==> config.mk <==
export PLATFORM = sky130hd
export DESIGN_NAME = gp_regfile_mp
export DESIGN_NICKNAME = d
export VERILOG_FILES = /design/src/rtl/gp_regfile_pkg.sv /design/src/rtl/gp_regfile_rdport.sv /design/src/rtl/gp_regfile_mp.sv
export SDC_FILE = /design/constraint.sdc
export NUM_CORES = 1
export LEC_CHECK = 0
export CELL_PAD_IN_SITES_DETAIL_PLACEMENT = 2
export CELL_PAD_IN_SITES_GLOBAL_PLACEMENT = 2
export CORE_ASPECT_RATIO = 0.7
export CORE_MARGIN = 2
export CORE_UTILIZATION = 41
export DETAILED_ROUTE_END_ITERATION = 10
export PLACE_DENSITY = 0.93
export SLEW_MARGIN = 30
export SYNTH_ARGS = -nofsm -noshare
export SYNTH_HDL_FRONTEND = slang
export SYNTH_SLANG_ARGS = --single-unit
export TNS_END_PERCENT = 100
==> constraint.sdc <==
create_clock -name CLK -period 8.1 [get_ports CLK]
set_input_delay 2.43 -clock CLK [delete_from_list [all_inputs] [get_ports CLK]]
set_output_delay 2.43 -clock CLK [all_outputs]
set_load 0.01 [all_outputs]
==> src/rtl/gp_regfile_pkg.sv <==
// gp_regfile_pkg
// Shared definitions for the multi-port general-purpose register file:
//   - state_t       : controller states (idle / sequential clear sweep)
//   - DESC_MAX_W    : widest descriptor the field helpers accept
//   - fieldGet      : generic "width bits starting at lsb" extraction
//   - getIndex      : register index field of a read/write descriptor
//   - getBank       : bank field, sitting directly above the index field
package gp_regfile_pkg;

    typedef enum logic [0:0] {
        ST_IDLE  = 1'b0,
        ST_CLEAR = 1'b1
    } state_t;

    localparam int unsigned DESC_MAX_W = 64;

    // Descriptors are zero-extended to DESC_MAX_W by the caller so one
    // helper serves every DATA_W the register file is built with.
    function automatic int unsigned fieldGet(
        input logic [DESC_MAX_W-1:0] desc,
        input int unsigned           lsb,
        input int unsigned           width
    );
        logic [DESC_MAX_W-1:0] shifted;
        shifted = desc >> lsb;
        shifted = shifted & ((64'd1 << width) - 64'd1);
        return shifted[31:0];
    endfunction

    function automatic int unsigned getIndex(
        input logic [DESC_MAX_W-1:0] desc,
        input int unsigned           idxLsb,
        input int unsigned           idxW
    );
        return fieldGet(desc, idxLsb, idxW);
    endfunction

    function automatic int unsigned getBank(
        input logic [DESC_MAX_W-1:0] desc,
        input int unsigned           idxLsb,
        input int unsigned           idxW,
        input int unsigned           bankW
    );
        return fieldGet(desc, idxLsb + idxW, bankW);
    endfunction

endpackage

==> src/rtl/gp_regfile_rdport.sv <==
// gp_regfile_rdport
// One registered read port of the register file.
//   clk_i       : clock
//   rst_ni      : synchronous active-low reset (clears the output register)
//   src_i       : read descriptor (index + bank fields)
//   re_i        : read enable; when low the output register holds
//   regsFlat_i  : all registers, register i at bits [i*DATA_W +: DATA_W]
//   wrAccept_i  : a write is being committed at this edge
//   wrIdx_i     : index of that write
//   wrData_i    : data of that write
//   clrActive_i : the clear sweep is zeroing a register at this edge
//   clrIdx_i    : index the sweep is zeroing
//   q_o         : read data, valid one cycle after the enabled read
module gp_regfile_rdport
    import gp_regfile_pkg::*;
#(
    parameter int unsigned DATA_W    = 16,
    parameter int unsigned REG_COUNT = 8,
    parameter int unsigned IDX_W     = 3,
    parameter int unsigned IDX_LSB   = 3,
    parameter int unsigned BANK_W    = 2
) (
    input  logic                        clk_i,
    input  logic                        rst_ni,
    input  logic [DATA_W-1:0]           src_i,
    input  logic                        re_i,
    input  logic [REG_COUNT*DATA_W-1:0] regsFlat_i,
    input  logic                        wrAccept_i,
    input  logic [IDX_W-1:0]            wrIdx_i,
    input  logic [DATA_W-1:0]           wrData_i,
    input  logic                        clrActive_i,
    input  logic [IDX_W-1:0]            clrIdx_i,
    output logic [DATA_W-1:0]           q_o
);

    logic [IDX_W-1:0]  rdIdx;
    logic              bankLocal;
    logic [DATA_W-1:0] regVal;
    logic [DATA_W-1:0] q_d;
    logic [DATA_W-1:0] q_q;

    // Decode the descriptor; only bank 0 addresses this file.
    always_comb begin
        rdIdx     = IDX_W'(getIndex(DESC_MAX_W'(src_i), IDX_LSB, IDX_W));
        bankLocal = (getBank(DESC_MAX_W'(src_i), IDX_LSB, IDX_W, BANK_W) == 0);
        regVal    = regsFlat_i[rdIdx*DATA_W +: DATA_W];
    end

    // Same-edge updates to the addressed register are forwarded so the port
    // returns the value the register holds after this edge. The sweep and an
    // accepted write never coincide, so their relative order is irrelevant.
    always_comb begin
        q_d = q_q;
        if (re_i) begin
            if (!bankLocal) begin
                q_d = '0;
            end else if (clrActive_i && (clrIdx_i == rdIdx)) begin
                q_d = '0;
            end else if (wrAccept_i && (wrIdx_i == rdIdx)) begin
                q_d = wrData_i;
            end else begin
                q_d = regVal;
            end
        end
    end

    always_ff @(posedge clk_i) begin
        if (!rst_ni) begin
            q_q <= '0;
        end else begin
            q_q <= q_d;
        end
    end

    assign q_o = q_q;

endmodule

==> src/rtl/gp_regfile_mp.sv <==
// gp_regfile_mp
// General-purpose register file with one write port, two registered read
// ports and a sequential clear sweep.
//   CLK          : clock, all state on the rising edge
//   RST_N        : synchronous active-low reset
//   DST, D_IN    : write descriptor and write data
//   WE           : write request
//   CLR          : start a one-register-per-cycle clear of the whole file
//   SRC_A, SRC_B : read descriptors; RE_A, RE_B read enables
//   Q_A, Q_B     : registered read data (latency 1)
//   WR_ERR       : one-cycle pulse after a rejected write request
//   BUSY         : clear sweep in progress
//   DEBUG        : combinational view of register DBG_IDX
module gp_regfile_mp
    import gp_regfile_pkg::*;
#(
    parameter int unsigned DATA_W    = 16,
    parameter int unsigned REG_COUNT = 8,
    parameter int unsigned IDX_LSB   = 3,
    parameter int unsigned BANK_W    = 2,
    parameter int unsigned DBG_IDX   = 6
) (
    input  logic              CLK,
    input  logic              RST_N,
    input  logic [DATA_W-1:0] DST,
    input  logic [DATA_W-1:0] D_IN,
    input  logic              WE,
    input  logic              CLR,
    input  logic [DATA_W-1:0] SRC_A,
    input  logic [DATA_W-1:0] SRC_B,
    input  logic              RE_A,
    input  logic              RE_B,
    output logic [DATA_W-1:0] Q_A,
    output logic [DATA_W-1:0] Q_B,
    output logic              WR_ERR,
    output logic              BUSY,
    output logic [DATA_W-1:0] DEBUG
);

    localparam int unsigned      IDX_W    = $clog2(REG_COUNT);
    localparam logic [IDX_W-1:0] LAST_IDX = IDX_W'(REG_COUNT - 1);
    localparam logic [IDX_W-1:0] DBG_SEL  = IDX_W'(DBG_IDX);

    state_t                      state_q, state_d;
    logic [IDX_W-1:0]            sweepIdx_q, sweepIdx_d;
    logic                        wrErr_q;
    logic [DATA_W-1:0]           regs_q [REG_COUNT];
    logic [REG_COUNT*DATA_W-1:0] regsFlat;

    logic [IDX_W-1:0]            wrIdx;
    logic                        wrBankLocal;
    logic                        wrAccept;
    logic                        clrActive;

    // Write qualification: CLR and an active sweep both take priority over
    // the write port, and foreign-bank writes are refused outright.
    always_comb begin
        wrIdx       = IDX_W'(getIndex(DESC_MAX_W'(DST), IDX_LSB, IDX_W));
        wrBankLocal = (getBank(DESC_MAX_W'(DST), IDX_LSB, IDX_W, BANK_W) == 0);
        clrActive   = (state_q == ST_CLEAR);
        wrAccept    = WE && wrBankLocal && !clrActive && !CLR;
    end

    // Sweep controller: CLR is only honoured in idle, and the sweep returns
    // to idle on the cycle that zeroes the last register.
    always_comb begin
        state_d    = state_q;
        sweepIdx_d = sweepIdx_q;
        case (state_q)
            ST_IDLE: begin
                if (CLR) begin
                    state_d    = ST_CLEAR;
                    sweepIdx_d = '0;
                end
            end
            ST_CLEAR: begin
                if (sweepIdx_q == LAST_IDX) begin
                    state_d    = ST_IDLE;
                    sweepIdx_d = '0;
                end else begin
                    sweepIdx_d = sweepIdx_q + IDX_W'(1);
                end
            end
            default: begin
                state_d    = ST_IDLE;
                sweepIdx_d = '0;
            end
        endcase
    end

    always_ff @(posedge CLK) begin
        if (!RST_N) begin
            state_q    <= ST_IDLE;
            sweepIdx_q <= '0;
            wrErr_q    <= 1'b0;
        end else begin
            state_q    <= state_d;
            sweepIdx_q <= sweepIdx_d;
            wrErr_q    <= WE && !wrAccept;
        end
    end

    // Storage: the sweep owns the array while clearing, otherwise the write
    // port updates at most one register per edge.
    always_ff @(posedge CLK) begin
        if (!RST_N) begin
            for (int i = 0; i < REG_COUNT; i++) begin
                regs_q[i] <= '0;
            end
        end else if (clrActive) begin
            regs_q[sweepIdx_q] <= '0;
        end else if (wrAccept) begin
            regs_q[wrIdx] <= D_IN;
        end
    end

    always_comb begin
        regsFlat = '0;
        for (int i = 0; i < REG_COUNT; i++) begin
            regsFlat[i*DATA_W +: DATA_W] = regs_q[i];
        end
    end

    gp_regfile_rdport #(
        .DATA_W    (DATA_W),
        .REG_COUNT (REG_COUNT),
        .IDX_W     (IDX_W),
        .IDX_LSB   (IDX_LSB),
        .BANK_W    (BANK_W)
    ) u_rdport_a (
        .clk_i       (CLK),
        .rst_ni      (RST_N),
        .src_i       (SRC_A),
        .re_i        (RE_A),
        .regsFlat_i  (regsFlat),
        .wrAccept_i  (wrAccept),
        .wrIdx_i     (wrIdx),
        .wrData_i    (D_IN),
        .clrActive_i (clrActive),
        .clrIdx_i    (sweepIdx_q),
        .q_o         (Q_A)
    );

    gp_regfile_rdport #(
        .DATA_W    (DATA_W),
        .REG_COUNT (REG_COUNT),
        .IDX_W     (IDX_W),
        .IDX_LSB   (IDX_LSB),
        .BANK_W    (BANK_W)
    ) u_rdport_b (
        .clk_i       (CLK),
        .rst_ni      (RST_N),
        .src_i       (SRC_B),
        .re_i        (RE_B),
        .regsFlat_i  (regsFlat),
        .wrAccept_i  (wrAccept),
        .wrIdx_i     (wrIdx),
        .wrData_i    (D_IN),
        .clrActive_i (clrActive),
        .clrIdx_i    (sweepIdx_q),
        .q_o         (Q_B)
    );

    assign WR_ERR = wrErr_q;
    assign BUSY   = clrActive;
    assign DEBUG  = regs_q[DBG_SEL];

endmodule

==> out/metrics.cfg <==
[power]
ir_worst_vdd_mv = 0.1626
p_leak_uw = 0.003341
powerDensity_nw_per_um2 = 203.5

[drt]
finalWirelength_mm = 32.87
ant_nets = 0
first_pass_iters = 5
avgViaCountPerCell = 6.543
wl_per_cell_um = 34.52
via_count = 6229
drcViolationCount = 0
drtIter0Drc = 826

[logic_synthesis]
synth_nets = 685
synthTopCellsByArea = edfxtp_1 46%, mux4_2 17%, dfxtp_1 8.9%
synth_ff_type = edfxtp_1
synth-xor-area-share_pct = 1.260
yosysTopAreaCellShare_pct = 46.07
synth_top_family_by_area = multiplexers
yosysUniqueCellTypes = 42
synth_cells = 613
post-synth-top-count-cell = nor2_1
syn-mean-instance-area_um2 = 13.61
ys_ff_latch = 165
synthArstFlopShare_pct = 0
synth-simple-area-share_pct = 12.54
synth_compound_area_share_pct = 5.099
yosysWarnings = 0
synthAdderAreaFrac_pct = 0.2999
yosysSeqAreaShare_pct = 54.95
ys_top_cells_by_count = 133 x nor2_1, 128 x edfxtp_1, 64 x mux4_2
synth-edff-count = 128
synthMuxAreaShare_pct = 21.60
synth_top_area_cell = edfxtp_1
synth_area_um2 = 8343

[placed_design]
hpwl_mm = 20.45
place_ws_ps = 2394
port-buffer-count = 86
place_congestion = 0.7821

[finish]
layout-drive-gt1-share_pct = 22.32
final_util_pct = 49.57
fin_nets = 740
areaGrowthSynthToFinish_pct = 18.27

[grt]
grt_pass1_vias = 6528
grt_first_pass_wirelength_mm = 47.10
grt_overflow = 0
grt_max_degree = 35
grt.total_usage_pct = 31.11
antenna_found_initial = 4

[die]
ios = 120
start_util_pct = 41.91
die_y_um = 123.4
num_rows = 43
core-area_um2 = 19910
dieArea_um2 = 21520
die_w_um = 174.5

[clock_network]
cts_tree = done
cts_buffers = 17
post_cts_buffers = 0
clock_sinks = 165
cts.clk_slew.worst_paths_ps = 70
clk_path_buf_depth = 2
cts_resized = 0
root_buffer = clkbuf_16
clk_latency_ps = 440
cts-htree-levels = 4
cts_hold_buffers = 0

[timing]
fin_crit_ps = 5400
rsz0062_at_grt = no
max_freq_mhz = 185.2
slew_headroom_pct = 34.95
post-route-period-util_pct = 66.67
drv_slew = 0
hold_viol_final = 0
finalClockSkew_ps = 11.82
tightest_slew_ps = 973.4
finalWorstSetupSlack_ps = 2700
setup_violations = 0
timing.setup.tns_ps = 0

[worst_setup_path]
crit_buf_inv = 1
cp_data_arrival_time_ps = 5460
start_kind = input port
crit_fanout = 17
crit_chain = clkdlybuf4s50_1, or4b_4, o31ai_1, nand2_1, nand2_1
cp_top_family = simple AND/OR/NAND/NOR gates
crit_top_cell = nand2_1
worstSetupPathType = in2reg
required_ps = 8160
worst_path_max_delay_cell = nand2_1
critPathMaxStageDelay_ps = 900
crit_path_end_kind = flip-flop

[hold_path]
hold_class = reg2reg

[outcome]
status = completed

[job]
drv_cap = 0

==> logic make-up after synthesis <==
logic type	count (synthesis)
buffers and inverters	66
AND/OR/NAND/NOR	225
XOR/XNOR	12
flip-flops	165
multiplexers	96
AO/OA/AOI/OAI	47
adder cells (fa/ha/maj)	2
==> final timing paths <==
| kind | startpoint | to | slack [ps] | cells after the start |
|---|---|---|---|---|
| setup reg to reg | BUSY | regs_q[7][10] | 4630 | 4 |
| setup / recovery | WE | regs_q[7][10] | 2700 | 5 |
| hold / removal | u_rdport_a.q_o[2] | u_rdport_a.q_o[2] | 590 | 2 |
| hold reg to reg | u_rdport_a.q_o[2] | u_rdport_a.q_o[2] | 590 | 2 |
==> cell usage in the layout, fill, tap and decap left out, types with 17 or more instances in the layout <==
cell and count:
clkbuf_16 17, dfxtp_1 37, a221o_1 32, and2_1 33
nand2_1 30, nor2_1 133, clkdlybuf4s50_1 81, mux2_2 32
mux4_2 64, edfxtp_1 128
==> layer usage <==
| metal | global-route usage (%) | up-vias | wire (um) |
|---|---|---|---|
| li1 | - | 2419 | - |
| met1 | 40.27 | 3327 | 13110 |
| met2 | 52.21 | 422 | 15850 |
| met3 | 7.688 | 61 | 3112 |
| met4 | 9.844 | 0 | 796 |
| met5 | 0 | - | 0 |
==> power breakdown <==
part           switching (uW)  leakage (uW)  internal, uW
sequential               26.5       0.00163           943
clock                     363      0.000270           453
combinational             123       0.00144          99.2
==> layout make-up <==
| type | count | area, um^2 |
|---|---|---|
| clock buffer | 19 | 432.9 |
| sequential | 165 | 4584 |
| fill | 1875 | 10040 |
| multi-input combinational | 382 | 3428 |
| clock inverter | 13 | 136.4 |
| timing repair buffer | 99 | 933.4 |
| inverter | 3 | 11.26 |
| antenna | 1 | 2.502 |
| tap | 270 | 337.8 |
==> through the flow <==
stage / cells / area (um^2) / total power (uW) / hold WS (ps)
after CTS: 951 / 9846 / 2001 / 598.4
after global placement: 919 / 9291 / 1176 / 542.2
after floorplan: 613 / 8343 / 1099 / 591.0
after global routing: 951 / 9864 / 2047 / 628.0
final: 952 / 9867 / 2008 / 591.9
after detailed placement: 919 / 9276 / 1195 / 570.4
==> registers in the layout, indices dropped and copies added, names as in the netlist <==
signal	flops
BUSY	1
sweepIdx_q	3
u_rdport_b.q_o	16
regs_q	128
WR_ERR	1
u_rdport_a.q_o	16
==> worst min-delay path, cell delays in order (launching register included) <==
cell     delay (ps)
dfxtp_1         330
and2_1          130
a221o_1         100
Note: power is estimated with default switching activity, not from simulation.
